$ cat config.mk
export PLATFORM = sky130hd
export DESIGN_NAME = lvds_panel_sequencer
export DESIGN_NICKNAME = d
export VERILOG_FILES = /design/src/rtl/lvds_pkg.sv /design/src/rtl/lvds_panel_sequencer_bl_pwm.sv /design/src/rtl/lvds_panel_sequencer.sv
export SDC_FILE = /design/constraint.sdc
export NUM_CORES = 1
export LEC_CHECK = 0
export CORE_MARGIN = 10
export CORE_UTILIZATION = 60
export DETAILED_ROUTE_END_ITERATION = 10
export PLACE_DENSITY = 0.89
export SLEW_MARGIN = 20
export SYNTH_ARGS = -nofsm -noshare
export SYNTH_HDL_FRONTEND = slang
export SYNTH_SLANG_ARGS = --single-unit
$ cat constraint.sdc
create_clock -name i_clk -period 8 [get_ports i_clk]
set_clock_uncertainty 0.1 [all_clocks]
set_input_delay 1.2 -clock i_clk [delete_from_list [all_inputs] [get_ports i_clk]]
set_output_delay 1.2 -clock i_clk [all_outputs]
set_load 0.1 [all_outputs]
$ cat src/rtl/lvds_pkg.sv
// Shared definitions for the LVDS panel path: sequencer state codes, default timing, clock-slot pattern.
// Latency: n/a (package only).
// Backpressure: n/a.
package lvds_pkg;

    typedef enum logic [3:0] {
        ST_OFF     = 4'd0,
        ST_VDD     = 4'd1,
        ST_LINK    = 4'd2,
        ST_VIDEO   = 4'd3,
        ST_RUN     = 4'd4,
        ST_BL_DN   = 4'd5,
        ST_VID_DN  = 4'd6,
        ST_LINK_DN = 4'd7,
        ST_COOL    = 4'd8
    } seq_state_t;

    // Default timing at the 51.43 MHz pixel clock
    localparam int DEF_CNT_W         = 26;
    localparam int DEF_T_VDD         = 1028571;
    localparam int DEF_N_LINK_FRAMES = 3;
    localparam int DEF_T_BL_ON       = 10285714;
    localparam int DEF_T_BL_OFF      = 10285714;
    localparam int DEF_T_LINK_OFF    = 1028571;
    localparam int DEF_T_OFF_MIN     = 25714286;
    localparam int DEF_FRAME_TIMEOUT = 2097152;
    localparam int DEF_PWM_DIV       = 8;

    localparam logic [6:0] LVDS_CLK_SLOT = 7'b1100011;

    typedef struct packed {
        logic vdd_en;
        logic lvds_run;
        logic video_en;
        logic bl_en;
        logic ready;
    } seq_out_t;

    function automatic seq_out_t state_outs(seq_state_t s);
        seq_out_t o;
        o          = '0;
        o.vdd_en   = s inside {ST_VDD, ST_LINK, ST_VIDEO, ST_RUN, ST_BL_DN, ST_VID_DN, ST_LINK_DN};
        o.lvds_run = s inside {ST_LINK, ST_VIDEO, ST_RUN, ST_BL_DN, ST_VID_DN, ST_LINK_DN};
        o.video_en = s inside {ST_VIDEO, ST_RUN, ST_BL_DN, ST_VID_DN};
        o.bl_en    = (s == ST_RUN);
        o.ready    = (s == ST_RUN);
        return o;
    endfunction

endpackage

$ cat src/rtl/lvds_panel_sequencer_bl_pwm.sv
// Backlight PWM: prescaled free-running 8-bit counter, level latched at wrap, compare output.
// Latency: output registered one cycle after the counter/enable it reflects.
// Backpressure: none; runs continuously, output forced low while disabled.
module bl_pwm #(
    parameter int PWM_DIV = 8
) (
    input  logic       i_clk,
    input  logic       i_reset,
    input  logic       i_bl_en,
    input  logic [7:0] i_bl_level,
    output logic       o_bl_pwm
);

    localparam int PRE_W = (PWM_DIV > 1) ? $clog2(PWM_DIV) : 1;

    logic [PRE_W-1:0] pre_q;
    logic [7:0]       pwm_cnt_q;
    logic [7:0]       level_q;
    logic             tick;

    assign tick = (pre_q == PRE_W'(PWM_DIV - 1));

    always_ff @(posedge i_clk or posedge i_reset) begin
        if (i_reset) begin
            pre_q     <= '0;
            pwm_cnt_q <= '0;
            level_q   <= '0;
            o_bl_pwm  <= 1'b0;
        end else begin
            pre_q <= tick ? '0 : pre_q + PRE_W'(1);
            if (tick) begin
                pwm_cnt_q <= pwm_cnt_q + 8'd1;
                // Only take a new duty at the period boundary so no period is glitched
                if (pwm_cnt_q == 8'hFF)
                    level_q <= i_bl_level;
            end
            o_bl_pwm <= i_bl_en && (pwm_cnt_q < level_q);
        end
    end

endmodule

$ cat src/rtl/lvds_panel_sequencer.sv
// Panel power/link/video/backlight sequencer with frame-aligned video changes and frame watchdog.
// Latency: outputs registered, valid the cycle the new state is entered.
// Backpressure: none; power-down always runs to completion before a restart.
module lvds_panel_sequencer
    import lvds_pkg::*;
#(
    parameter int CNT_W         = DEF_CNT_W,
    parameter int T_VDD         = DEF_T_VDD,
    parameter int N_LINK_FRAMES = DEF_N_LINK_FRAMES,
    parameter int T_BL_ON       = DEF_T_BL_ON,
    parameter int T_BL_OFF      = DEF_T_BL_OFF,
    parameter int T_LINK_OFF    = DEF_T_LINK_OFF,
    parameter int T_OFF_MIN     = DEF_T_OFF_MIN,
    parameter int FRAME_TIMEOUT = DEF_FRAME_TIMEOUT,
    parameter int PWM_DIV       = DEF_PWM_DIV
) (
    input  logic       i_clk,
    input  logic       i_reset,
    input  logic       i_enable,
    input  logic       i_frame_start,
    input  logic [7:0] i_bl_level,
    output logic       o_vdd_en,
    output logic       o_lvds_run,
    output logic       o_video_en,
    output logic       o_bl_en,
    output logic       o_bl_pwm,
    output logic       o_ready,
    output logic       o_fault,
    output logic [3:0] o_state
);

    seq_state_t       state_q, state_d;
    logic [CNT_W-1:0] cnt_q, dwell_d;
    logic [CNT_W-1:0] wd_cnt_q;
    logic [7:0]       frame_cnt_q;
    logic             fault_q;
    seq_out_t         outs_q, outs_d;

    logic cnt_zero, wd_active, wd_to, frame_evt, last_frame, state_chg;

    assign cnt_zero   = (cnt_q == '0);
    assign wd_active  = (state_q == ST_LINK) || (state_q == ST_VID_DN);
    assign wd_to      = wd_active && (wd_cnt_q == CNT_W'(FRAME_TIMEOUT - 1));
    // A watchdog expiry stands in for the missing frame_start
    assign frame_evt  = wd_active && (i_frame_start || wd_to);
    assign last_frame = (frame_cnt_q == 8'(N_LINK_FRAMES - 1));
    assign state_chg  = (state_d != state_q);

    always_comb begin
        state_d = state_q;
        case (state_q)
            ST_OFF:     if (i_enable) state_d = ST_VDD;
            ST_VDD:     if (!i_enable) state_d = ST_COOL;
                        else if (cnt_zero) state_d = ST_LINK;
            ST_LINK:    if (!i_enable) state_d = ST_LINK_DN;
                        else if (frame_evt && last_frame) state_d = ST_VIDEO;
            ST_VIDEO:   if (!i_enable) state_d = ST_VID_DN;
                        else if (cnt_zero) state_d = ST_RUN;
            ST_RUN:     if (!i_enable) state_d = ST_BL_DN;
            ST_BL_DN:   if (cnt_zero) state_d = ST_VID_DN;
            ST_VID_DN:  if (frame_evt) state_d = ST_LINK_DN;
            ST_LINK_DN: if (cnt_zero) state_d = ST_COOL;
            ST_COOL:    if (cnt_zero) state_d = ST_OFF;
            default:    state_d = ST_COOL;
        endcase

        dwell_d = '0;
        case (state_d)
            ST_VDD:     dwell_d = CNT_W'(T_VDD - 1);
            ST_VIDEO:   dwell_d = CNT_W'(T_BL_ON - 1);
            ST_BL_DN:   dwell_d = CNT_W'(T_BL_OFF - 1);
            ST_LINK_DN: dwell_d = CNT_W'(T_LINK_OFF - 1);
            ST_COOL:    dwell_d = CNT_W'(T_OFF_MIN - 1);
            default:    dwell_d = '0;
        endcase

        outs_d = state_outs(state_d);
    end

    always_ff @(posedge i_clk or posedge i_reset) begin
        if (i_reset) begin
            state_q     <= ST_OFF;
            cnt_q       <= '0;
            wd_cnt_q    <= '0;
            frame_cnt_q <= '0;
            fault_q     <= 1'b0;
            outs_q      <= '0;
        end else begin
            state_q <= state_d;
            outs_q  <= outs_d;

            if (state_chg)
                cnt_q <= dwell_d;
            else if (!cnt_zero)
                cnt_q <= cnt_q - CNT_W'(1);

            if (state_chg || !wd_active || frame_evt)
                wd_cnt_q <= '0;
            else
                wd_cnt_q <= wd_cnt_q + CNT_W'(1);

            if (state_chg)
                frame_cnt_q <= '0;
            else if (state_q == ST_LINK && frame_evt)
                frame_cnt_q <= frame_cnt_q + 8'd1;

            if (state_q == ST_OFF && state_d == ST_VDD)
                fault_q <= 1'b0;
            else if (wd_to)
                fault_q <= 1'b1;
        end
    end

    bl_pwm #(
        .PWM_DIV (PWM_DIV)
    ) u_bl_pwm (
        .i_clk      (i_clk),
        .i_reset    (i_reset),
        .i_bl_en    (outs_d.bl_en),
        .i_bl_level (i_bl_level),
        .o_bl_pwm   (o_bl_pwm)
    );

    assign o_vdd_en   = outs_q.vdd_en;
    assign o_lvds_run = outs_q.lvds_run;
    assign o_video_en = outs_q.video_en;
    assign o_bl_en    = outs_q.bl_en;
    assign o_ready    = outs_q.ready;
    assign o_fault    = fault_q;
    assign o_state    = state_q;

endmodule
Word-level counts from Yosys, hierarchy flattened
Cells that the tools add are included.
{"block": "word_totals", "word_cells": 84, "output_inout_bits": 11, "reg_bits": 89}
{"block": "op_classes", "n_lt_le_gt_ge": 1, "reduce_logical": 21, "addsub": 5, "n_mux": 22, "n_eq_ne": 22}
{"operator": "$mux W26", "n": 3}
{"operator": "$pmux W25 S3", "n": 1}
{"operator": "$mux W4", "n": 12}
{"operator": "$pmux W4 S9", "n": 1}
{"operator": "$eq A4 B3 Y1 const B", "n": 8}
{"operator": "$add A26 B1 Y26 const B", "n": 1}
{"operator": "$eq A26 B21 Y1 const B", "n": 1}
{"operator": "$logic_not A26 Y1", "n": 1}
{"operator": "$sub A26 B1 Y26 const B", "n": 1}
{"operator": "$add A8 B1 Y8 const B", "n": 2}
{"operator": "$eq A4 B2 Y1 const B", "n": 4}
{"operator": "$mux W8", "n": 2}
{"operator": "$eq A4 B1 Y1 const B", "n": 2}
{"operator": "$eq A4 B4 Y1 const B", "n": 2}
{"operator": "$eq A8 B2 Y1 const B", "n": 1}
{"operator": "$eq A8 B8 Y1 const B", "n": 1}
{"operator": "$lt A8 B8 Y1", "n": 1}
{"operator": "$reduce_bool A7 Y1", "n": 1}
{"operator": "$logic_and A1 B1 Y1", "n": 6}
{"operator": "$reduce_bool A6 Y1", "n": 1}
{"operator": "$logic_not A4 Y1", "n": 1}
{"operator": "$logic_or A1 B1 Y1", "n": 4}
{"operator": "$ne A4 B4 Y1", "n": 1}
{"operator": "$reduce_bool A2 Y1", "n": 2}
{"operator": "9 further kinds", "n": 11}

Depth between registers and ports, before layout
Gate-level depths: netlist (run 1).
{"block": "logic_depth", "depth_word": 13, "mapped_depth": 10}

Hierarchy
A second synthesis (run 1) with hierarchy kept.
{"block": "hier_totals", "hier_cells": 488, "hier_area_um2": 4862.2}
{"module": "lvds_panel_sequencer", "area_per_inst_um2": 3900.0, "cells_per_inst": 412, "n_inst": 1, "seq_area_each_um2": 1726.7}
{"module": "bl_pwm", "area_per_inst_um2": 962.2, "cells_per_inst": 76, "n_inst": 1, "seq_area_each_um2": 500.5}

Worst setup path before layout (run 1)
No wires, ideal clock.
{"block": "synth_timing", "path_type": "input to register", "start": "input port i_enable", "end": "register cnt_q[24]", "arrival_ns": 2.724, "path_slack_ns": 5.051, "path_buffers": 1, "cell_stages": 7, "path_cell_list": "xor2_1 mux2_2 a221oi_2 a2bb2oi_2 and2_1 buf_6 mux2_4"}
{"block": "synth_between", "elab_chain_len": 6, "word_cells_on_any_way": 17, "classes_between": "7 x eq/ne; 8 x mux; 2 x reduce/logical"}
{"item": "start, declared", "line_no": "lvds_panel_sequencer.sv:19", "text": "input logic i_enable,"}
{"item": "$mux W4, on equally long branches"}
{"item": "$pmux W4 S9 *", "line_no": "lvds_panel_sequencer.sv:51", "text": "case (state_q)"}
{"item": "$eq A4 B1 Y1 (tied with other cells)", "line_no": "lvds_panel_sequencer.sv:68", "text": "case (state_d)"}
{"item": "$reduce_or A2 Y1 (no line)"}
{"item": "$pmux W25 S3", "line_no": "lvds_panel_sequencer.sv:68"}
{"item": "$mux W26", "line_no": "lvds_panel_sequencer.sv:92", "text": "if (state_chg)"}
{"item": "end signal, assigned", "line_no": "lvds_panel_sequencer.sv:93", "text": "cnt_q <= dwell_d;"}
{"item": "end signal, assigned", "line_no": "lvds_panel_sequencer.sv:95", "text": "cnt_q <= cnt_q - CNT_W'(1);"}
{"item": "end, declared", "line_no": "lvds_panel_sequencer.sv:33", "text": "logic [CNT_W-1:0] cnt_q, dwell_d;"}
Mark *: on every way between the ends. The rest lies on a longest branch, timed or not.
A chain may end at the register's enable or synchronous reset.

Worst setup path after layout (run 1)
{"block": "layout_timing", "start": "input port i_enable", "end": "register wd_cnt_q[10]"}
{"block": "layout_between", "elab_chain_len": 6, "word_cells_on_any_way": 10, "classes_between": "1 x eq/ne; 7 x mux; 2 x reduce/logical"}
{"item": "$mux W4, on equally long branches"}
{"item": "$pmux W4 S9 *", "line_no": "lvds_panel_sequencer.sv:51"}
{"item": "$ne A4 B4 Y1 *", "line_no": "lvds_panel_sequencer.sv:47", "text": "assign state_chg = (state_d != state_q);"}
{"item": "$logic_or A1 B1 Y1 * (2 in a row)", "line_no": "lvds_panel_sequencer.sv:97", "text": "if (state_chg || !wd_active || frame_evt)"}
{"item": "$mux W26 *", "line_no": "lvds_panel_sequencer.sv:97"}
{"item": "end signal, assigned", "line_no": "lvds_panel_sequencer.sv:100", "text": "wd_cnt_q <= wd_cnt_q + CNT_W'(1);"}
{"item": "end, declared", "line_no": "lvds_panel_sequencer.sv:34", "text": "logic [CNT_W-1:0] wd_cnt_q;"}
Marked as above.

==> flow_metrics.py, run 1 <==
metrics = {
    "detailed_routing": {
        "totalWireLength_microns": 10000,
        "num_vias": 3679,
        "post_drt_wl_per_cell_microns": 16.4,
        "antenna_left": 0,
        "drt_iter0_drc": 244,
        "firstDrtPassIters": 5,
        "drt_drc_violations_left": 0,
        "via_per_inst": 6.02,
    },
    "finish": {
        "drive_above_1_share": 0.0806,
        "syn2layout_area_growth_pct": 9.95,
        "final_nets": 530,
        "diodes": 0,
    },
    "timing": {
        "fmax_mhz": 255,
        "layout_min_cycle_time_ns": 3.92,
        "slew_headroom": 0.324,
        "worst_pin_slew_ns": 1.01,
        "hold_violations": 0,
        "period_share": 0.490,
        "whs_ns": 0.342,
        "grt_setup_unrepaired": "false",
        "drv_slew": 0,
        "setup_violations": 0,
        "setup_tns_ns": 0,
    },
    "clocking": {
        "cts_sinks": 89,
        "postCtsHoldBufs": 0,
        "cts_buffer_depth": 2,
        "post_cts_resized": 0,
        "cts_buffers": 9,
        "tritoncts": "yes",
        "cts_root_buffer": "clkbuf_8",
        "htree_num_levels": 3,
        "cts.clk_slew.worst_paths_ns": 0.09,
        "clock_latency_ns": 0.37,
        "post_cts_buffers": 0,
    },
    "logic_synthesis": {
        "synth_warnings": 0,
        "ys_top_cells_by_count": "dfrtp_1, nor2_1, nand2_1",
        "syn_avg_cell_area_sq_um": 9.89,
        "synth-edff-count": 0,
        "syn_inst": 486,
        "async_reset_ff_frac": 1.00,
        "syn_nets": 512,
        "synth_largest_area_cell": "dfrtp_1",
        "synth.distinct_cells": 54,
        "synth-seq-area-share": 0.464,
        "ys.flop_type": "dfrtp_1",
        "syn_area_sq_um": 4800,
        "synth_top_cell_area_share": 0.464,
        "synth_seq_cells": 89,
        "synthTopCellsByArea": "dfrtp_1, xnor2_1, nor2_1",
        "synth.most_common_cell": "dfrtp_1",
    },
    "power": {
        "combPwrFrac": 0.026,
        "seq_power_share": 0.565,
        "vdd_drop_max_uv": 115,
        "power.switching_uw": 190,
        "netSwitchingFraction": 0.238,
        "powerDensity_nw_per_um2": 151,
        "p_leak_nw": 2.24,
        "power.internal_uw": 610,
        "p_clk_frac": 0.409,
    },
    "placed_design": {
        "dp_hpwl_microns": 7200,
        "gp_congestion": 0.926,
        "portBuffers": 22,
    },
    "setup_path": {
        "crit_type": "in2reg",
        "required_ns": 8.16,
        "critPathMaxFanout": 26,
        "cp.arrival_ns": 4.08,
        "cp-end-kind": "flop",
        "rrSetupSlack_ns": 4.44,
        "startpoint_type": "input pin",
    },
    "die": {
        "die_h_microns": 109,
        "dieArea_sq_um": 12000,
        "initial_core_util": 0.619,
        "fp-row-count": 32,
        "core_sq_um": 7770,
        "die_w_microns": 109,
        "io_pins": 23,
    },
    "grt": {
        "grt_pass1_wl_microns": 16800,
        "grt_remaining_overflow": 0,
        "antenna_found_initial": 0,
        "grt_usage": 0.174,
        "grt_pass1_vias": 3499,
        "grt_max_degree": 77,
    },
    "status": {
        "status": "finished, final reports clean",
    },
    "run": {
        "cap_violations": 0,
    },
    "hold_path": {
        "hp-class": "reg2reg",
    },
}
-- cells by family after synthesis --
logic type / synth area share
compound gates: 0.0990
xor+xnor: 0.109
fa+ha+maj: 0.0365
buf+inv: 0.0320
flops: 0.464
mux: 0.0208
simple gates: 0.239
-- power groups by stage --
stage / clock (mW) / sequential [mW] / combinational (mW)
2_1_floorplan: 0 / 0.461 / 0.0116
3_3_place_gp: 0 / 0.461 / 0.0210
3_5_place_dp: 0 / 0.461 / 0.0218
4_1_cts: 0.330 / 0.452 / 0.0218
5_1_grt: 0.349 / 0.452 / 0.0243
6_report: 0.327 / 0.452 / 0.0209
-- placed cells by master, fill, tap and decap left out, drive strengths merged, types with 5 or more instances in the layout --
cell type      count
a211oi             5
a21o               5
a21oi             16
a31oi              7
and2               5
and4               8
clkbuf             9
clkdlybuf4s50     22
dfrtp             89
ha                14
inv               22
mux2               5
nand2             38
nand3             15
nand4             15
nor2              65
nor3              13
nor4              13
o21ai             28
or3                7
xnor2             33
xor2              27
-- routing by layer --
metal	track usage	up-vias	wire length [microns]
met4	0.0660	0	252
met5	0	-	0
li1	-	1745	-
met1	0.236	1785	4510
met3	0.0281	28	536
met2	0.276	121	4700
-- area by class of cell --
class                      count  area, sq um
clock buffer                   9          124
clock inverter                 7         83.8
fill                         593         2480
inverter                      18         68.8
multi-input combinational    363         2420
sequential                    89         2230
tap                          102          128
timing repair buffer          23          228
-- critical path, stage by stage --
cell and delay, ns:
clkdlybuf4s50_1 0.61, xor2_1 0.14, mux2_2 0.31, a221oi_2 0.35, a2bb2oi_2 0.29, nand4_1 0.84, nor2_1 0.34
-- metrics by stage --
step	util	power, mW	setup WS, ns	instances	instance area, sq um
after floorplan	-	0.472	4.39	486	4800
after global placement	0.653	0.482	3.85	595	5070
after detailed placement	0.653	0.483	3.71	595	5070
after CTS	0.680	0.804	4.09	611	5280
after global routing	0.680	0.826	3.85	611	5280
final	0.680	0.800	4.08	611	5280
-- sequential cells by signal, indices dropped and copies added (netlist names) --
| register | flops |
|---|---|
| cnt_q | 26 |
| frame_cnt_q | 8 |
| o_fault | 1 |
| o_lvds_run | 1 |
| o_ready | 1 |
| o_state | 4 |
| o_vdd_en | 1 |
| o_video_en | 1 |
| u_bl_pwm.level_q | 8 |
| u_bl_pwm.o_bl_pwm | 1 |
| u_bl_pwm.pre_q | 3 |
| u_bl_pwm.pwm_cnt_q | 8 |
| wd_cnt_q | 26 |
-- final timing paths --
path                                    from           endpoint  cells past startpoint
min in group asynchronous            i_reset          cnt_q[13]                      2
max in group asynchronous            i_reset  u_bl_pwm.pre_q[2]                      3
hold reg to reg            u_bl_pwm.pre_q[0]  u_bl_pwm.pre_q[0]                      1
hold / removal             u_bl_pwm.pre_q[0]  u_bl_pwm.pre_q[0]                      1
setup reg to reg                    cnt_q[0]          cnt_q[24]                      8
setup / recovery                    i_enable       wd_cnt_q[10]                      7
(Power assumes the default switching activity.)
==> run 2: changes to the inputs <==
Settings changed: CORE_UTILIZATION 60 to 55, PLACE_DENSITY 0.89 to 0.87.
Clock period 8 ns to 3.6 ns, I/O delays scaled along.
==> flow_metrics.py, run 2 (synthesized netlist as in run 1, its figures left out) <==
metrics = {
    "grt": {
        "grt_pass1_wl_microns": 18700,
        "grt_remaining_overflow": 0,
        "antenna_found_initial": 0,
        "grt_usage": 0.174,
        "grt_pass1_vias": 3882,
        "grt_max_degree": 90,
    },
    "setup_path": {
        "crit_cells": 8,
        "crit_chain": "inv_1 > ha_1 > nor4b_4 > nand4_1 > nor3_1 > o221ai_1 > a21oi_1 > o21ai_0",
        "required_ns": 3.72,
        "slowest_stage": "a21oi_1",
        "critPathMaxFanout": 6,
        "critical_path_buf_inv_count": 1,
        "startpoint_type": "flop",
        "crit_type": "reg2reg",
        "rrSetupSlack_ns": 0.70,
        "worstReg2RegStart": "cnt_q[0]",
        "crit_path_max_incr_delay_ns": 0.43,
        "critPathCapture": "cnt_q[0]",
        "reg2reg_to": "cnt_q[0]",
        "cp-end-kind": "flop",
        "ff2ff_path_depth": 8,
        "cp.arrival_ns": 3.02,
        "crit_start": "cnt_q[0]",
        "path_delay_family": "simple AND/OR/NAND/NOR gates",
    },
    "finish": {
        "final_nets": 533,
        "reg.largest.list": "cnt_q: 26 flops, wd_cnt_q: 26 flops",
        "final_cell_mix": "dfrtp_1, nor2_1, nand2_1",
        "drive_above_1_share": 0.0918,
        "fin_util": 0.623,
        "final_common_cell": "dfrtp_1",
        "diodes": 0,
        "syn2layout_area_growth_pct": 11.5,
    },
    "timing": {
        "hold_violations": 0,
        "period_share": 0.806,
        "setup_tns_ns": 0,
        "worst_pin_slew_ns": 0.985,
        "drv_slew": 0,
        "slew_headroom": 0.341,
        "whs_ns": 0.338,
        "layout_min_cycle_time_ns": 2.90,
        "fmax_mhz": 344,
        "setup_violations": 0,
        "grt_setup_unrepaired": "false",
    },
    "detailed_routing": {
        "totalWireLength_microns": 10700,
        "num_vias": 3776,
        "route.met2.wl_microns": 5400,
        "firstDrtPassIters": 5,
        "antenna_left": 0,
        "post_drt_wl_per_cell_microns": 17.2,
        "drt_drc_violations_left": 0,
        "routedLengthMet1_microns": 4420,
        "drt_iter0_drc": 294,
        "via_per_inst": 6.09,
        "wl_met3_microns": 621,
        "top_layer": "met4",
    },
    "clocking": {
        "post_cts_buffers": 0,
        "htree_num_levels": 3,
        "postCtsHoldBufs": 0,
        "post_cts_resized": 0,
        "tritoncts": "yes",
        "cts_buffer_depth": 2,
        "clock_latency_ns": 0.37,
        "cts.clk_slew.worst_paths_ns": 0.09,
        "cts_buffers": 9,
        "cts_root_buffer": "clkbuf_8",
        "cts_sinks": 89,
    },
    "die": {
        "io_pins": 23,
        "die_w_microns": 113,
        "fp-row-count": 34,
        "core_sq_um": 8590,
        "die_h_microns": 113,
        "initial_core_util": 0.559,
        "dieArea_sq_um": 12900,
    },
    "power": {
        "powerDensity_nw_per_um2": 356,
        "p_leak_nw": 2.28,
        "finalPower_mw": 1.91,
        "vdd_drop_max_uv": 297,
    },
    "run": {
        "cap_violations": 0,
    },
    "placed_design": {
        "portBuffers": 22,
        "gp_congestion": 0.870,
        "dp_hpwl_microns": 7300,
    },
    "hold_path": {
        "hp-class": "reg2reg",
    },
    "status": {
        "status": "finished, final reports clean",
    },
}
run 2: worst min-delay path by stage:
stage,endpoint,from,cells after the start
3_5_place_dp,u_bl_pwm.pre_q[0],u_bl_pwm.pre_q[0],1
5_1_grt,u_bl_pwm.pre_q[0],u_bl_pwm.pre_q[0],1
3_3_place_gp,u_bl_pwm.pre_q[0],u_bl_pwm.pre_q[0],1
4_1_cts,u_bl_pwm.pre_q[0],u_bl_pwm.pre_q[0],1
2_1_floorplan,u_bl_pwm.pre_q[0],u_bl_pwm.pre_q[0],1
6_report,u_bl_pwm.pre_q[0],u_bl_pwm.pre_q[0],1
run 2: per-stage QoR:
step / setup WS (ns) / instances / area (sq um)
5_1_grt: 0.485 / 620 / 5360
6_report: 0.697 / 620 / 5360
4_1_cts: 0.737 / 620 / 5360
3_5_place_dp: 0.472 / 604 / 5110
2_1_floorplan: 0.653 / 486 / 4800
3_3_place_gp: 0.643 / 604 / 5110
run 2: routing by layer:
metal,up-vias,track usage
met5,-,0
met4,0,0.0651
met3,32,0.0457
met2,141,0.289
met1,1855,0.212
li1,1748,-
run 2: area by class of cell:
cell class / count / area, sq um
Tap cell: 108 / 135
Sequential cell: 89 / 2230
Timing Repair Buffer: 26 / 255
Multi-Input combinational cell: 363 / 2420
Clock buffer: 9 / 124
Clock inverter: 7 / 124
Fill cell: 683 / 3240
Inverter: 18 / 68.8
run 2: where the power goes:
group | switching [mW] | internal, mW | leakage (nW) | total (mW)
logic | 0.0306 | 0.0189 | 1.04 | 0.0495
registers | 0.00354 | 1.00 | 1.11 | 1.01
clock network | 0.384 | 0.468 | 0.121 | 0.853
total | 0.418 | 1.49 | 2.28 | 1.91
==> run 3: changes to the inputs <==
Settings changed: CORE_UTILIZATION 55 to 60, PLACE_DENSITY 0.87 to 0.89.
Clock period 3.6 ns to 2.9 ns, I/O delays scaled along.
==> flow_metrics.py, run 3 (synthesized netlist as in run 1, its figures left out) <==
metrics = {
    "setup_path": {
        "critPathMaxFanout": 13,
        "required_ns": 3.09,
        "worstReg2RegStart": "cnt_q[0]",
        "cp-end-kind": "flop",
        "crit_start": "cnt_q[0]",
        "startpoint_type": "flop",
        "cp.arrival_ns": 2.94,
        "crit_type": "reg2reg",
    },
    "timing": {
        "worst_pin_slew_ns": 0.727,
        "fmax_mhz": 363,
        "layout_min_cycle_time_ns": 2.76,
        "drv_slew": 0,
        "setup_violations": 0,
        "setup_tns_ns": 0,
        "grt_setup_unrepaired": "false",
        "hold_violations": 0,
        "slew_headroom": 0.515,
        "period_share": 0.950,
    },
    "placed_design": {
        "dp_hpwl_microns": 8040,
        "gp_congestion": 0.953,
        "placed_cell_area_sq_um": 5170,
        "portBuffers": 22,
    },
    "detailed_routing": {
        "via_per_inst": 5.98,
        "firstDrtPassIters": 5,
        "totalWireLength_microns": 11000,
        "drt_iter0_drc": 267,
        "post_drt_wl_per_cell_microns": 17.5,
        "drt_drc_violations_left": 0,
        "antenna_left": 0,
        "num_vias": 3752,
    },
    "die": {
        "dieArea_sq_um": 12000,
        "die_w_microns": 109,
        "core_sq_um": 7770,
        "initial_core_util": 0.619,
        "die_h_microns": 109,
        "fp-row-count": 32,
        "io_pins": 23,
    },
    "finish": {
        "final_common_cell": "dfrtp_1",
        "drive_above_1_share": 0.133,
        "finish.instance_area_sq_um": 5400,
        "diodes": 0,
        "final_cell_mix": "dfrtp_1, nor2_1, nand2_1",
        "syn2layout_area_growth_pct": 12.4,
        "final_nets": 546,
        "reg.largest.list": "cnt_q: 26 flops, wd_cnt_q: 26 flops",
    },
    "clocking": {
        "cts_buffers": 9,
        "cts.clk_slew.worst_paths_ns": 0.09,
        "cts_sinks": 89,
        "htree_num_levels": 3,
        "postCtsHoldBufs": 0,
        "clock_latency_ns": 0.37,
        "cts_buffer_depth": 2,
        "tritoncts": "yes",
        "cts_root_buffer": "clkbuf_8",
    },
    "power": {
        "vdd_drop_max_uv": 250,
        "powerDensity_nw_per_um2": 412,
        "p_leak_nw": 2.35,
    },
    "hold_path": {
        "hp-class": "reg2reg",
        "hp-start": "u_bl_pwm.pre_q[0]",
    },
    "run": {
        "cap_violations": 0,
    },
    "status": {
        "status": "finished, final reports clean",
    },
    "grt": {
        "antenna_found_initial": 0,
        "grt_pass1_vias": 3823,
        "grt_remaining_overflow": 0,
        "grt_usage": 0.192,
        "grt_pass1_wl_microns": 18600,
        "grt_max_degree": 44,
    },
}
## run 3: repair_timing
item,in CTS,in global routing
endpoints found under the setup margin,0,21
setup buffers,0,1
gates resized for setup,0,2
## run 3: path summary, 6_finish.rpt
kind                                     end  slack [ns]  cells past startpoint
max                                 cnt_q[9]        0.14                     10
min                        u_bl_pwm.pre_q[0]        0.34                      1
max reg2reg                         cnt_q[9]        0.14                     10
min reg2reg                u_bl_pwm.pre_q[0]        0.34                      1
max in group asynchronous           cnt_q[5]        1.62                      3
min in group asynchronous         o_state[0]        0.38                      2
## run 3: layout make-up
cell class,count,area [sq um]
Clock inverter,6,72.6
Clock buffer,10,138
Fill cell,583,2370
Sequential cell,89,2230
Tap cell,102,128
Timing Repair Buffer,39,333
Inverter,18,68.8
Multi-Input combinational cell,363,2430
## run 3: per-stage QoR
stage	total power, mW	instances	hold slack (ns)	setup WS (ns)	util
CTS	2.24	626	0.345	0.0833	0.693
global route	2.29	627	0.366	0.00332	0.695
finish	2.23	627	0.345	0.144	0.695
global placement	1.33	610	0.314	0.121	0.666
floorplan	1.30	486	0.303	0.00419	-
detailed placement	1.34	610	0.332	-0.00873	0.666
## run 3: critical path: stages, from the launching register on
cell and delay [ns]:
dfrtp_1 0.43, inv_1 0.07, ha_1 0.23, nor4b_4 0.21
buf_4 0.19, nand4_4 0.13, nor4_4 0.44, o21ai_2 0.25
and2_1 0.23, buf_4 0.20, o22ai_1 0.20
## run 3: per-layer routing
layer	share of wire	GRT usage	vias up	wire, microns
met2	0.50	0.316	117	5470
met4	0.019	0.0706	0	204
met1	0.44	0.254	1828	4790
met5	0	0	-	0
met3	0.045	0.0269	25	493
li1	-	-	1782	-
## run 3: power breakdown
group | switching (mW) | leakage, nW | internal [mW]
registers | 0.00344 | 1.11 | 1.24
clock network | 0.485 | 0.103 | 0.431
logic | 0.0381 | 1.13 | 0.0251
total | 0.526 | 2.35 | 1.70
